### src/rtl/alu_writeback.sv
// alu_writeback: ALU result writeback stage.
//
// Accepts one ALU result per transfer (in_valid & in_ready) and, on the same
// edge, updates the accumulator, the masked status register, and/or pushes the
// result byte into a 2-entry memory write queue.
//
// Ports:
//   clk, rst_n        clock, asynchronous active-low reset
//   in_valid/in_ready result handshake (in_ready is registered)
//   alu_out           result byte
//   alu_flags         flags {z,c,s,o}
//   flag_we           per-bit status write mask {z,c,s,o}
//   acc_we            write alu_out to acc
//   mem_we            push alu_out into the write queue
//   acc               accumulator
//   status            status register {z,c,s,o}
//   wb_valid/wb_ready write queue head handshake
//   wb_data           write queue head byte
//   status_clr        synchronous status clear (only with STATUS_CLR_EN)
//
// Optional feature macro: STATUS_CLR_EN adds the status_clr input.

module alu_writeback (
  input  logic       clk,
  input  logic       rst_n,
  input  logic       in_valid,
  output logic       in_ready,
  input  logic [7:0] alu_out,
  input  logic [3:0] alu_flags,
  input  logic [3:0] flag_we,
  input  logic       acc_we,
  input  logic       mem_we,
  output logic [7:0] acc,
  output logic [3:0] status,
  output logic       wb_valid,
  input  logic       wb_ready,
`ifdef STATUS_CLR_EN
  input  logic       status_clr,
`endif
  output logic [7:0] wb_data
);

  logic [7:0] acc_q, acc_d;
  logic [3:0] status_q, status_d;
  logic [1:0] count_q, count_d;
  logic       wr_ptr_q, wr_ptr_d;
  logic       rd_ptr_q, rd_ptr_d;
  logic       in_ready_q, in_ready_d;
  logic [7:0] mem_q [2];

  logic accept;
  logic push;
  logic pop;

  // in_ready_q is a flop, so accept never depends combinationally on wb_ready.
  assign accept = in_valid & in_ready_q;
  assign push   = accept & mem_we;
  assign pop    = (count_q != 2'd0) & wb_ready;

  always_comb begin
    acc_d = acc_q;
    if (accept && acc_we) begin
      acc_d = alu_out;
    end
  end

  always_comb begin
    status_d = status_q;
    if (accept) begin
      status_d = (status_q & ~flag_we) | (alu_flags & flag_we);
    end
`ifdef STATUS_CLR_EN
    // Clear wins over a same-cycle masked flag update.
    if (status_clr) begin
      status_d = 4'h0;
    end
`endif
  end

  always_comb begin
    count_d  = count_q;
    wr_ptr_d = wr_ptr_q;
    rd_ptr_d = rd_ptr_q;
    if (push) begin
      wr_ptr_d = ~wr_ptr_q;
    end
    if (pop) begin
      rd_ptr_d = ~rd_ptr_q;
    end
    unique case ({push, pop})
      2'b10:   count_d = count_q + 2'd1;
      2'b01:   count_d = count_q - 2'd1;
      default: count_d = count_q;
    endcase
    // Registered ready: derived from next count so it is valid one edge ahead.
    in_ready_d = (count_d < 2'd2);
  end

  always_ff @(posedge clk or negedge rst_n) begin
    if (!rst_n) begin
      acc_q      <= 8'h00;
      status_q   <= 4'h0;
      count_q    <= 2'd0;
      wr_ptr_q   <= 1'b0;
      rd_ptr_q   <= 1'b0;
      in_ready_q <= 1'b0;
    end else begin
      acc_q      <= acc_d;
      status_q   <= status_d;
      count_q    <= count_d;
      wr_ptr_q   <= wr_ptr_d;
      rd_ptr_q   <= rd_ptr_d;
      in_ready_q <= in_ready_d;
    end
  end

  // Queue storage is not reset; wb_data is meaningless while wb_valid is low.
  always_ff @(posedge clk) begin
    if (push) begin
      mem_q[wr_ptr_q] <= alu_out;
    end
  end

  assign acc      = acc_q;
  assign status   = status_q;
  assign in_ready = in_ready_q;
  assign wb_valid = (count_q != 2'd0);
  assign wb_data  = mem_q[rd_ptr_q];

endmodule
### config.mk
export PLATFORM = sky130hd
export DESIGN_NAME = alu_writeback
export DESIGN_NICKNAME = d
export VERILOG_FILES = /design/src/rtl/alu_writeback.sv
export SDC_FILE = /design/constraint.sdc
export NUM_CORES = 1
export LEC_CHECK = 0
export ABC_AREA = 0
export CELL_PAD_IN_SITES_DETAIL_PLACEMENT = 1
export CELL_PAD_IN_SITES_GLOBAL_PLACEMENT = 2
export CORE_MARGIN = 2
export CORE_UTILIZATION = 33
export CTS_BUF_LIST = sky130_fd_sc_hd__clkbuf_16
export DETAILED_ROUTE_END_ITERATION = 16
export GPL_TIMING_DRIVEN = 0
export PLACE_DENSITY = 0.82
export SLEW_MARGIN = 20
export SYNTH_ARGS = -nofsm -noshare
export SYNTH_HDL_FRONTEND = slang
export SYNTH_SLANG_ARGS = --single-unit
### constraint.sdc
create_clock -name clk -period 4 [get_ports clk]
set_input_delay 0.6 -clock clk [delete_from_list [all_inputs] [get_ports clk]]
set_output_delay 0.6 -clock clk [all_outputs]
set_load 0.01 [all_outputs]
Word-level counts from Yosys, hierarchy flattened
Memory sizes are Yosys's and may differ from the RTL's.
Index checks and enable logic that the tools add are counted.
{"block": "totals", "reg_bits": 17, "latch_bits": 0, "mem_bits_rw": 16, "rom_bits": 0, "inputBits": 22, "wordCells": 26, "memories": 1}
{"memory": "mem_q", "words": 2, "word_bits": 8, "rd": 1, "rd_ports_with_merged_regs": 0, "wr": 1, "line": "49", "source": "logic [7:0] mem_q [2];"}
{"block": "classes", "add_sub_neg": 2, "multipliers": 0, "div_mod_pow": 0, "order_cmp": 1, "eq_ne": 2, "n_shift": 0, "mux": 3, "bitwise": 9, "reduce_logical": 2}
{"op": "$and A4 B4 Y4", "count": 2}
{"op": "$not A4 Y4", "count": 1}
{"op": "$or A4 B4 Y4", "count": 1}
{"op": "$pmux W2 S2", "count": 1}
{"op": "$and A1 B1 Y1", "count": 3}
{"op": "$add A2 B1 Y2 const B", "count": 1}
{"op": "$eq A2 B1 Y1 const B", "count": 1}
{"op": "$eq A2 B2 Y1 const B", "count": 1}
{"op": "$lt A2 B2 Y1 const B", "count": 1}
{"op": "$mux W1", "count": 2}
{"op": "$not A1 Y1", "count": 2}
{"op": "$reduce_bool A2 Y1", "count": 1}
{"op": "$sub A2 B1 Y2 const B", "count": 1}
{"op": "$logic_and A1 B1 Y1", "count": 1}

Logic depth before layout (Yosys ltp)
{"block": "logic_depth", "depth_word": 5, "mapped_depth": 7}

Least setup slack after synthesis
OpenSTA, ideal clock, no wires.
{"block": "synth_path", "path_type": "input -> register", "startpoint": "in in_valid", "endpoint": "mem mem_q[0][0] (enable)", "setup_ns": 0.370, "arrival_time_ns": 1.318, "path_slack_ns": 2.312, "path_stages": 4, "n_path_buf": 1, "path_cell_list": "and2_4 -> buf_8 -> nand2_1 -> nor2_1"}
{"block": "synth_via", "elab_chain_len": 4}
{"element": "start, declared", "line": "26", "source": "input logic in_valid,"}
{"element": "$and A1 B1 Y1", "line": "56", "source": "assign accept = in_valid & in_ready_q;"}
{"element": "$and A1 B1 Y1", "line": "57", "source": "assign push = accept & mem_we;"}
{"element": "$mux W1", "line": "119", "source": "if (push) begin"}
{"element": "$mux W1 (implied by the code)", "line": "120", "source": "mem_q[wr_ptr_q] <= alu_out;"}
{"element": "end, declared", "line": "49"}
Every way passes these cells.

Worst setup path after layout
{"block": "layout_path", "startpoint": "reg rd_ptr_q", "endpoint": "out wb_data[0]"}
{"block": "layout_via", "elab_chain_len": 1}
{"element": "start, declared", "line": "47", "source": "logic rd_ptr_q, rd_ptr_d;"}
{"element": "start signal, assigned", "line": "112", "source": "rd_ptr_q <= rd_ptr_d;"}
{"element": "$mem_v2 Z2 W8"}
{"element": "end, declared", "line": "40", "source": "output logic [7:0] wb_data"}
Every way passes these cells.

==> summary.txt <==
outcome -> complete, no violations
number of synthesized register bits -> 33
vias in the first global route -> 910
Core Area -> 3940 sq um
R2R Path Start -> in_ready
Primary FF master, synth -> dfrtp_1
hold_buf cts -> 0
Gate Count Post-Synth -> 74
Hold Path Sink -> acc[4]
clock sinks -> 33
Finished Cell Area -> 1960 sq um
Die Y-Extent -> 67.3 microns
Die X -> 67.3 microns
routed len/inst -> 16.0 microns
max-slew violations -> 0
EDFF count, synth -> 16
GPL Wtd Cong -> 0.618
placed wire-length estimate -> 2.02 mm
number of diodes -> 0
FFs w/ async S/R, synth -> 51.5%
setup bufs post-CTS -> 0
Initial DRC Count -> 7
RSZ-0062 raised after global routing -> false
pwr/cell area -> 739 nW/um^2
TNS Setup -> 0 ps
Mapped Area -> 1320 sq um
top post-synthesis cells by count -> 17 x dfrtp_1, 16 x edfxtp_1, 12 x mux2_2
max-cap violations -> 0
post-CTS resize count -> 0
Critical Path End Type -> output pin
TritonCTS buffer count -> 5
share of post-route cells with drive strength above 1 -> 26.4%
cell depth of the worst hold path -> 1
leading area contributor after synthesis -> edfxtp_1
via/cell ratio -> 4.57
grt total ovfl -> 0
Clk pin slew, worst setup/hold paths -> 50 ps
Syn-to-layout area delta -> 47.7%
worst endpoint required time -> 3400 ps
Tmin final -> 2290 ps
largest net degree at the start of global routing -> 18
TritonRoute pass-1 iters -> 4
via count -> 799
Starting Density -> 33.6%
clock root buffer -> clkbuf_16
Hold Startpoint -> acc[4]
Netlist cell types -> 15
most frequent cell after synthesis -> dfrtp_1
Power, Total -> 1.44 mW
Slew @ Worst Pin -> 802 ps
Total GRT Usage -> 13.8%
Leak Pwr -> 0.776 nW
maximum VDD drop -> 0.375 mV
element type at the critical path start -> flop
HP Class -> reg2reg
I/O pin count -> 44
flop2flop setup slack -> 2320 ps
Final Core Density -> 49.6%
total die area -> 4530 sq um
Bufs on Longest Clock Path -> 2
Final Net Count -> 147
Critical Path Fanout Max -> 9
WL final -> 2.80 mm
CTS tree -> yes
count of final setup violators -> 0
post-place setup slack -> 1580 ps
H-tree depth reported by CTS -> 2
Synth area leaders -> edfxtp_1 36%, dfrtp_1 32%, mux2_2 10%
Setup Skew -> 5.78 ps
antenna viol nets, final -> 0
Placement Cell Area -> 1820 sq um
syn nets -> 97
reg-to-reg endpoint -> mem_q[0][0]
fin worst setup slack -> 1710 ps
initial antenna violation count -> 0
Final period util -> 57.1%
Crit Path Class -> reg2out
FF-to-FF path depth -> 4
Remaining DRCs -> 0
Slew HR -> 46.4%
first-pass GRT wire length -> 4.34 mm
synth warn -> 0
sequential area share after synthesis -> 68.4%
Clk Latency, worst-skew pair -> 280 ps
Port Buffers -> 43
area share of the largest cell type after synthesis -> 36.3%
Rows -> 23
Syn Area/Cell -> 17.9 sq um
final hold violation count -> 0
Max Fclk -> 438 MHz
Worst Path Arrival -> 1690 ps
==> kinds of logic after synthesis <==
family,Yosys count,synth area share (%)
flip-flops,33,68.4
adder cells (fa/ha/maj),1,0.945
buffers and inverters,2,1.51
multiplexers,20,19.3
XOR/XNOR,6,3.97
AND/OR/NAND/NOR,12,5.86
==> layout by cell type (no fill, tap or decap) <==
cell type / Yosys / routed
and2_4: 2 / 2
and3_2: 1 / 1
buf_2: 1 / 1
buf_8: 1 / 1
clkbuf_16: 0 / 5
clkdlybuf4s50_1: 0 / 43
clkinv_2: 0 / 2
dfrtp_1: 17 / 17
edfxtp_1: 16 / 16
ha_1: 1 / 1
inv_1: 0 / 1
mux2_2: 12 / 12
mux2_4: 8 / 8
nand2_1: 5 / 5
nand2_8: 1 / 1
nor2_1: 2 / 2
or2_1: 1 / 1
xnor2_1: 4 / 4
xor2_1: 2 / 2
==> layer usage <==
metal  global-route usage [%]  up-vias  share of wire (%)
li1                         -      363                  -
met1                     14.4      397                 38
met2                     24.3       32                 52
met3                     4.83        7                8.1
met4                     7.65        0                1.6
met5                        0        -                  0
==> through the flow <==
| step | cells | hold slack, ps |
|---|---|---|
| floorplan | 74 | 304 |
| global placement | 167 | 476 |
| detailed placement | 167 | 494 |
| CTS | 175 | 508 |
| global route | 175 | 528 |
| finish | 175 | 509 |
==> power breakdown <==
part	switching (mW)	internal, mW	total, mW	leakage, nW
sequential	0.0608	0.466	0.527	0.345
combinational	0.208	0.347	0.555	0.356
clock	0.137	0.226	0.363	0.0748
==> cell type report <==
| type | instances | area (sq um) |
|---|---|---|
| flip-flops and latches | 33 | 906 |
| fillers | 383 | 1990 |
| plain buffers | 2 | 20.0 |
| clock buffers | 5 | 125 |
| well taps | 50 | 62.6 |
| multi-input cells | 39 | 398 |
| clock inverters | 3 | 13.8 |
| repair buffers | 43 | 430 |
==> worst max-delay path by stage <==
stage / start / cells past startpoint / slack (ps) / end
final: rd_ptr_q / 3 / 1710 / wb_data[0]
after global routing: rd_ptr_q / 3 / 1650 / wb_data[0]
after CTS: rd_ptr_q / 3 / 1690 / wb_data[0]
after detailed placement: in_valid / 5 / 1580 / mem_q[0][5]
after global placement: in_valid / 5 / 1590 / mem_q[0][6]
after floorplan: in_valid / 4 / 2310 / mem_q[0][0]
==> worst max-delay path, stage by stage (launching register included) <==
cell and delay, ps:
dfrtp_1 320, buf_2 240, mux2_2 370, clkdlybuf4s50_1 480
Note: power is estimated with default switching activity, not from simulation.
==> variant, RTL diff (same settings) <==
The option `STATUS_CLR_EN` is turned on by a define.
--- a/src/rtl/alu_writeback.sv
+++ b/src/rtl/alu_writeback.sv
@@ -21,2 +21,4 @@
 // Optional feature macro: STATUS_CLR_EN adds the status_clr input.
+
+`define STATUS_CLR_EN
 
Interface: changed (added status_clr); port bits go from 44 to 45. No check against the original RTL was run, so the function may have changed too.
==> variant against the unedited design <==
  * First-iteration DRC count grew to 2.7 times the old value
  * Critical path depth stayed put
  * Hold slack worse by 0.0066 ns
  * Design area is 1.5% lower
  * Global-route usage is 0.60 points higher
  * Area after synthesis is 3.0% lower
  * Fmax is 0.34% higher
  * Total power is 9.5% lower
  * Setup slack better by 0.0078 ns
  * Clock skew is 0.0018 ns lower
  * Sequential cell count stayed put
  * Combinational power is 20% lower
  * Core utilization is 2.6 points higher
  * Wire length is 6.9% lower
  * Critical endpoint is now wb_data[2]
==> variant: results (changes against the unedited design) <==
metric,value,unit,change
outcome,completed,,
drive_gt1_share,21.7,%,-4.7 points
portBuffers,44,,+2.3%
dr.pass1.iters,2,,-2
crit_arrival,1.68,ns,
largest-register,mem_q,,
antenna_cells,0,,unchanged
irDropWorstVdd,369,uV,-1.7%
hpwl,1960,um,-2.8%
worst_path_max_delay_cell,clkdlybuf4s50_1,,
slew_headroom,48.6,%,+2.3 points
first_iter_violations,19,,+12
routedWlPerCell,14.7,um,-7.9%
min_path_cells,1,,unchanged
r2r_end,mem_q[1][5]$_DFFE_PP_,,
worstHoldStart,acc[0]$_DFFE_PN0P_,,
fill_cells,371,,-3.1%
path_delay_family,buffers and inverters,,
synth_top_cells_by_count,"dfrtp_1 (17), edfxtp_1 (16), mux2_2 (16)",,
reg2reg_depth,2,,-2
synthTopCellsByArea,"edfxtp_1 (37%), dfrtp_1 (33%), mux2_2 (14%)",,
min_to,acc[0]$_DFFE_PN0P_,,
cts-root-buf,clkbuf_16,,
crit_fanout,9,,unchanged
grt_first_pass_wirelength,4420,um,+1.8%
grt_pass1_vias,913,,+0.33%
antenna_found_initial,0,,unchanged
synth_nets,101,,+4.1%
cts_setup_buffers,0,,unchanged
vias,803,,+0.50%
fin_skew,0.00397,ns,-0.00181 ns
grt_max_degree,18,,unchanged
gr-usage-all-layers,14.4,%,+0.60 points
yosysSeqAreaShare,70.6,%,+2.1 points
synth_cell_types,14,,-1
cts_buffers,5,,unchanged
p_leak,0.757,nW,-2.6%
clk_pin_slew,0.05,ns,about the same
place_area,0.00178,mm^2,-1.8%
routabilityCongestion,0.677,,+9.5%
nets,152,,+3.4%
-- variant: cell count changes after synthesis, sizes merged --
cell / before / now
nand2: 6 / 0
inv: 0 / 1
mux2: 20 / 16
and3: 1 / 0
nor2: 2 / 7
mux2i: 0 / 4
nand3: 0 / 6
buf: 2 / 1
and2: 2 / 1
-- variant: where the power goes --
group	internal (mW)	total, mW	switching (mW)
sequential	0.449	0.504	0.0551
clock	0.227	0.359	0.131
combinational	0.274	0.444	0.170
-- variant: routing by layer --
metal	global-route usage, %	share of wire, %	routed length [um]	vias to the layer above
li1	-	-	-	375
met1	15.9	40	1050	397
met2	23.0	51	1320	24
met3	4.77	6.0	157	7
met4	10.7	3.1	81	0
met5	0	0	0	-
-- variant: worst max path at each step --
| stage | start | endpoint |
|---|---|---|
| 5_1_grt | rd_ptr_q$_DFFE_PN0P_ | wb_data[3] |
| 4_1_cts | rd_ptr_q$_DFFE_PN0P_ | wb_data[6] |
| 6_report | rd_ptr_q$_DFFE_PN0P_ | wb_data[2] |
| 2_1_floorplan | count_q[0]$_DFFE_PN0N_ | flip-flop |
| 3_5_place_dp | in_valid | mem_q[1][1]$_DFFE_PP_ |
| 3_3_place_gp | in_valid | mem_q[0][1]$_DFFE_PP_ |
-- variant: logic make-up (layout without fill, tap and decap cells) --
kind of cell / count (synthesis) / after routing / share of synthesized area, %
xor gates and xnor gates: 6 / 6 / 4.09
adders and majority gates: 1 / 1 / 0.975
buffers and inverters: 2 / 54 / 0.682
DFF: 33 / 33 / 70.6
muxes: 20 / 20 / 17.2
and+or+nand+nor: 15 / 15 / 6.53
-- variant: through the flow --
stage	util [%]	setup slack (ns)	hold WS [ns]	cells
3_3_place_gp	48.4	1.56	0.482	169
2_1_floorplan	-	2.41	0.304	77
6_report	52.2	1.72	0.502	177
3_5_place_dp	48.4	1.50	0.494	169
5_1_grt	52.2	1.66	0.516	177
4_1_cts	52.2	1.70	0.505	177
-- variant: worst register-to-register path: stages, from the launching register on --
cell     delay, ns
dfrtp_1       0.49
nand3_1       0.21
nor2_1        0.62
-- variant: cell type report --
class	instances	area (um^2)	share of cell area (%)
buffer	1	5.00	0.260
clock buffer	5	125	6.49
clock inverter	3	17.5	0.909
inverter	1	3.75	0.195
multi-input combinational	42	369	19.2
sequential	33	906	47.0
tap	48	60.1	3.12
timing repair buffer	44	440	22.9
